## src/rtl/ccff_pkg.sv

```systemverilog
// Shared constants for the configuration-chain loader and its readback/debug tooling.
package ccff_pkg;

    // Default geometry of the fabric configuration chain
    localparam int unsigned DefaultChainLen = 4096;
    localparam int unsigned DefaultDiv      = 4;

    // Loader FSM state encoding (kept as plain constants so tooling can decode a state dump)
    typedef logic [2:0] ccff_state_t;

    localparam ccff_state_t StIdle     = 3'd0;
    localparam ccff_state_t StWaitByte = 3'd1;
    localparam ccff_state_t StShiftLo  = 3'd2;
    localparam ccff_state_t StShiftHi  = 3'd3;
    localparam ccff_state_t StDone     = 3'd4;

endpackage

```

## src/rtl/ccff_clk_div.sv

```systemverilog
// Phase timer for the configuration shift clock: while enabled, flags the last clk cycle of
// every DIV-cycle half-period. It does not drive prog_clk itself.
module ccff_clk_div #(
    parameter int unsigned DIV = 4
) (
    input  logic clk_i,
    input  logic reset_i,
    input  logic en_i,
    output logic phase_end_o
);

    localparam int unsigned CW = (DIV > 1) ? $clog2(DIV) : 1;
    localparam logic [CW-1:0] LastCnt = CW'(DIV - 1);

    logic [CW-1:0] cnt_q, cnt_d;

    // Count up while enabled, restart at each phase boundary or when idle
    always_comb begin
        phase_end_o = en_i && (cnt_q == LastCnt);
        cnt_d       = cnt_q + 1'b1;
        if (!en_i || phase_end_o) begin
            cnt_d = '0;
        end
    end

    // Phase counter state
    always_ff @(posedge clk_i) begin
        if (reset_i) begin
            cnt_q <= '0;
        end else begin
            cnt_q <= cnt_d;
        end
    end

endmodule

```

## src/rtl/ccff_bitstream_loader.sv

```systemverilog
// Initiator end of the fabric configuration chain: takes bitstream bytes on a valid/ready
// stream, shifts them MSB-first into ccff_head under a divided prog_clk, captures ccff_tail
// for readback and, in verify mode, counts readback bits that differ from the incoming stream.
module ccff_bitstream_loader
    import ccff_pkg::*;
#(
    parameter int unsigned CHAIN_LEN = DefaultChainLen,
    parameter int unsigned DIV       = DefaultDiv,
    parameter int unsigned CNT_W     = $clog2(CHAIN_LEN + 1)
) (
    input  logic             clk,
    input  logic             reset,
    input  logic             start,
    input  logic             verify,
    input  logic [7:0]       byte_in,
    input  logic             byte_valid,
    output logic             byte_ready,
    output logic             ccff_head,
    input  logic             ccff_tail,
    output logic             prog_clk,
    output logic             set_cfg,
    output logic [7:0]       tail_byte,
    output logic             tail_valid,
    output logic             busy,
    output logic             done,
    output logic             mismatch,
    output logic [CNT_W-1:0] mismatch_cnt
);

    localparam logic [CNT_W-1:0] ChainLenW = CNT_W'(CHAIN_LEN);

    ccff_state_t      state_q, state_d;
    logic [7:0]       shreg_q, shreg_d;
    logic [3:0]       bits_left_q, bits_left_d;
    logic [CNT_W-1:0] bit_cnt_q, bit_cnt_d;
    logic             verify_q, verify_d;
    logic [7:0]       tail_sh_q, tail_sh_d;
    logic [2:0]       tail_cnt_q, tail_cnt_d;
    logic [7:0]       tail_byte_q, tail_byte_d;
    logic             tail_valid_q, tail_valid_d;
    logic             done_q, done_d;
    logic             mismatch_q, mismatch_d;
    logic [CNT_W-1:0] mis_cnt_q, mis_cnt_d;
    logic             prog_clk_q, prog_clk_d;
    logic             shifting;
    logic             phase_end;

    assign shifting = (state_q == StShiftLo) || (state_q == StShiftHi);

    ccff_clk_div #(
        .DIV (DIV)
    ) u_clk_div (
        .clk_i       (clk),
        .reset_i     (reset),
        .en_i        (shifting),
        .phase_end_o (phase_end)
    );

    // Load sequencing, tail capture and verify bookkeeping
    always_comb begin
        state_d      = state_q;
        shreg_d      = shreg_q;
        bits_left_d  = bits_left_q;
        bit_cnt_d    = bit_cnt_q;
        verify_d     = verify_q;
        tail_sh_d    = tail_sh_q;
        tail_cnt_d   = tail_cnt_q;
        tail_byte_d  = tail_byte_q;
        tail_valid_d = 1'b0;
        done_d       = done_q;
        mismatch_d   = mismatch_q;
        mis_cnt_d    = mis_cnt_q;

        case (state_q)
            StIdle: begin
                if (start) begin
                    state_d    = StWaitByte;
                    done_d     = 1'b0;
                    mismatch_d = 1'b0;
                    mis_cnt_d  = '0;
                    bit_cnt_d  = '0;
                    tail_sh_d  = '0;
                    tail_cnt_d = '0;
                    verify_d   = verify;
                end
            end
            StWaitByte: begin
                if (byte_valid) begin
                    shreg_d     = byte_in;
                    bits_left_d = 4'd8;
                    state_d     = StShiftLo;
                end
            end
            StShiftLo: begin
                // Tail is sampled just before the rising prog_clk edge that shifts the chain
                if (phase_end) begin
                    tail_sh_d  = {tail_sh_q[6:0], ccff_tail};
                    tail_cnt_d = tail_cnt_q + 3'd1;
                    if (tail_cnt_q == 3'd7) begin
                        tail_byte_d  = {tail_sh_q[6:0], ccff_tail};
                        tail_valid_d = 1'b1;
                    end
                    if (verify_q && (ccff_tail != shreg_q[7])) begin
                        mismatch_d = 1'b1;
                        if (mis_cnt_q != '1) begin
                            mis_cnt_d = mis_cnt_q + 1'b1;
                        end
                    end
                    state_d = StShiftHi;
                end
            end
            StShiftHi: begin
                if (phase_end) begin
                    bit_cnt_d   = bit_cnt_q + 1'b1;
                    shreg_d     = {shreg_q[6:0], 1'b0};
                    bits_left_d = bits_left_q - 4'd1;
                    if (bit_cnt_d == ChainLenW) begin
                        state_d = StDone;
                    end else if (bits_left_d == 4'd0) begin
                        state_d = StWaitByte;
                    end else begin
                        state_d = StShiftLo;
                    end
                end
            end
            StDone: begin
                done_d = 1'b1;
                // Left-align a partial readback group; low bits fill with zeros
                if (tail_cnt_q != 3'd0) begin
                    tail_byte_d  = tail_sh_q << (4'd8 - {1'b0, tail_cnt_q});
                    tail_valid_d = 1'b1;
                end
                state_d = StIdle;
            end
            default: begin
                state_d = StIdle;
            end
        endcase

        prog_clk_d = (state_d == StShiftHi);
    end

    // State and output registers
    always_ff @(posedge clk) begin
        if (reset) begin
            state_q      <= StIdle;
            shreg_q      <= '0;
            bits_left_q  <= '0;
            bit_cnt_q    <= '0;
            verify_q     <= 1'b0;
            tail_sh_q    <= '0;
            tail_cnt_q   <= '0;
            tail_byte_q  <= '0;
            tail_valid_q <= 1'b0;
            done_q       <= 1'b0;
            mismatch_q   <= 1'b0;
            mis_cnt_q    <= '0;
            prog_clk_q   <= 1'b0;
        end else begin
            state_q      <= state_d;
            shreg_q      <= shreg_d;
            bits_left_q  <= bits_left_d;
            bit_cnt_q    <= bit_cnt_d;
            verify_q     <= verify_d;
            tail_sh_q    <= tail_sh_d;
            tail_cnt_q   <= tail_cnt_d;
            tail_byte_q  <= tail_byte_d;
            tail_valid_q <= tail_valid_d;
            done_q       <= done_d;
            mismatch_q   <= mismatch_d;
            mis_cnt_q    <= mis_cnt_d;
            prog_clk_q   <= prog_clk_d;
        end
    end

    // Head bit holds across both prog_clk phases so it is stable around the rising edge
    assign ccff_head    = shifting && shreg_q[7];
    assign prog_clk     = prog_clk_q;
    assign set_cfg      = 1'b0;
    assign byte_ready   = (state_q == StWaitByte);
    assign busy         = (state_q != StIdle);
    assign tail_byte    = tail_byte_q;
    assign tail_valid   = tail_valid_q;
    assign done         = done_q;
    assign mismatch     = mismatch_q;
    assign mismatch_cnt = mis_cnt_q;

endmodule

```

## config.mk

```make
export PLATFORM = sky130hd
export DESIGN_NAME = ccff_bitstream_loader
export DESIGN_NICKNAME = d
export VERILOG_FILES = /design/src/rtl/ccff_pkg.sv /design/src/rtl/ccff_clk_div.sv /design/src/rtl/ccff_bitstream_loader.sv
export SDC_FILE = /design/constraint.sdc
export NUM_CORES = 1
export LEC_CHECK = 0
export BUFFER_PORTS_ARGS = -buffer_cell sky130_fd_sc_hd__buf_4
export CAP_MARGIN = 0
export CORE_ASPECT_RATIO = 0.7
export CORE_MARGIN = 1.5
export CORE_UTILIZATION = 53
export DETAILED_ROUTE_END_ITERATION = 8
export PLACE_DENSITY = 0.76
export SLEW_MARGIN = 40
export SYNTH_ARGS = -nofsm -noshare
export SYNTH_HDL_FRONTEND = slang
export SYNTH_SLANG_ARGS = --single-unit
```

## constraint.sdc

```tcl
create_clock -name clk -period 2.3 [get_ports clk]
set_clock_uncertainty 0.2 [all_clocks]
set_input_delay 0.46 -clock clk [delete_from_list [all_inputs] [get_ports clk]]
set_output_delay 0.46 -clock clk [all_outputs]
set_load 0.02 [all_outputs]
```

==> metrics.yaml <==
syn_area_um2: 3620
post_drt_via_cell_ratio: 5.90
setup_violations: 0
grt_first_pass_wirelength_um: 14600
syn_avg_cell_area_um2: 8.05
hold_class: "input pin to flip-flop"
core_um2: 6430
synth_top_area_cell: "dfxtp_1"
whs_path_depth: 3
synth_top_area_frac: 0.370
numCtsBuffers: 9
worst-r2r-cell-count: 6
antenna_found_initial: 0
n_antenna_cell: 0
fp.dieH_um: 72.2
synthCells: 450
final_common_cell: "buf_4"
dp_hpwl_um: 6220
synth-edff-count: 0
ys_async_sr_fraction: 0
drive_gt1_frac: 0.207
tightestPinTransition_ns: 0.510
wl_per_cell_um: 15.0
critPathKind: "flip-flop to flip-flop"
port_buffers: 41
power_leakage_nw: 1.58
fin_hold_ws_ns: 0.170
fmax_ghz: 0.461
drtIter0Drc: 227
drv_cap: 0
finalHoldViolations: 0
setup_ws_ns: 0.130
insertion_delay_ns: 0.35
clk_pin_slew_ns: 0.07
die_x_um: 102
outcome: "completed"
die_area_um2: 7350
layout.cells.most_common_list: "69 x buf_4, 65 x dfxtp_1, 60 x nor2_1"
clockBufferDepth: 2
critPathLaunchType: "flip-flop"
grt_start_max_net_pins: 31
yosys_register_bits: 67
cp-end-kind: "flip-flop"
area_growth_pct: 17.7
yosysUniqueCellTypes: 62
num_vias: 3477
gp_congestion: 0.919
cts_resized: 0
synth_ff_type: "dfxtp_1"
rows: 24
cts.htree.levels: 3
tritoncts: "done"
crit_arrival_ns: 2.26
final.setup.tns_ns: 0
fin_nets: 518
ys_seq_area_frac: 0.370
post_cts_buffers: 0
peakVddDrop_mv: 0.286
cp_cell_sequence: "and3_2, and3_4, o2111ai_2, a2111oi_4, and2b_1, nor3b_2"
grt_overflow: 0
cts_sinks: 67
root_buffer: "clkbuf_8"
dr.pass1.iters: 5
first_global_vias: 3077
cts_hold_buf: 0
wirelength_um: 8850
crit_required_ns: 2.39
p_per_area_nw_per_um2: 544
drc_errors: 0
total_power_w: 0.00232
dpl.cell_count: 574
max_stage_delay_ns: 0.47
slew_headroom: 0.660
cp_max_fo: 9
critPathSlowestCell: "dfxtp_1"
grtUsageTotal: 0.252
synth_area_leaders: "dfxtp_1 37%, nor2_1 6.2%, a21oi_1 5.8%"
ant_nets: 0
post-route-period-util: 0.943
io_pins: 43
syn_nets: 474
slew_viol_final: 0
fin_cells: 589
ys.warnings.count: 0
fill_cells: 560
start_util: 0.564
post-place-ws_ns: 0.114
fin_crit_ns: 2.17
-- logic make-up (layout without fill, tap and decap cells) --
| family | count (synthesis) | after routing | synth area share |
|---|---|---|---|
| mux | 11 | 11 | 0.0407 |
| buf+inv | 45 | 93 | 0.0601 |
| other cells | 1 | 1 | 0.00103 |
| flops | 67 | 67 | 0.370 |
| fa+ha+maj | 10 | 10 | 0.0345 |
| xor+xnor | 13 | 13 | 0.0314 |
| simple gates | 195 | 195 | 0.262 |
| compound gates | 108 | 108 | 0.200 |
-- registers in the layout, indices dropped and copies added, names as in the netlist --
name             flops
tail_byte            8
done                 1
verify_q             1
bit_cnt_q           13
tail_valid           1
shreg_q              8
tail_sh_q            8
bits_left_q          4
mismatch_cnt        13
prog_clk             1
mismatch             1
state_q              3
u_clk_div.cnt_q      2
tail_cnt_q           3
-- routing by layer --
layer  global-route usage  wire, um
met3               0.0607       572
met4               0.0852       127
met2                0.384      3970
met5                    0         0
met1                0.351      4180
-- cell type report --
class / count / area [um^2] / share of cell area
Timing Repair Buffer: 69 / 518 / 0.121
Inverter: 9 / 33.8 / 0.00792
Sequential cell: 67 / 1340 / 0.315
Tap cell: 91 / 114 / 0.0267
Multi-Input combinational cell: 338 / 2100 / 0.492
Clock buffer: 10 / 128 / 0.0299
Clock inverter: 5 / 31.3 / 0.00733
-- cell usage after synthesis (all sizes together), types with 3 or more instances --
master	instances
nand4	9
nand2	54
or3	5
a311oi	9
inv	9
dfxtp	67
mux4	3
ha	10
xor2	10
clkbuf	17
nand3	23
a31oi	3
nor4	3
a21oi	42
a22oi	3
buf	19
nor2b	3
nor2	60
nor3	9
and3	5
a211o	3
xnor2	3
nand3b	4
nand2b	3
a41oi	3
and2	8
a211oi	15
mux2i	8
o21ai	14
-- report_power, final --
group	switching (W)	internal, W	total, W
logic	0.000174	0.000105	0.000279
clock network	0.000456	0.000381	0.000837
registers	0.0000205	0.00119	0.00121
-- path summary, 6_finish.rpt --
kind                                      start                             to  slack, ns
hold reg to reg   u_clk_div.cnt_q[0]$_SDFF_PP0_  u_clk_div.cnt_q[0]$_SDFF_PP0_       0.25
setup reg to reg      bit_cnt_q[3]$_SDFFE_PP0P_          state_q[2]$_SDFF_PP0_       0.13
hold / removal                           verify          verify_q$_SDFFE_PP0P_       0.17
setup / recovery      bit_cnt_q[3]$_SDFFE_PP0P_          state_q[2]$_SDFF_PP0_       0.13
-- per-stage QoR --
stage | util | area [um^2]
floorplan | - | 3620
global placement | 0.634 | 4070
detailed placement | 0.634 | 4070
CTS | 0.658 | 4230
global route | 0.664 | 4270
finish | 0.664 | 4270
-- critical path, delay by kind of cell (launching register included) --
kind             cells  cell delay (ns)
AO/OA/AOI/OAI        2             0.58
AND/OR/NAND/NOR      4             0.86
flip-flops           1             0.47
Power figures use the tool's default switching activity.
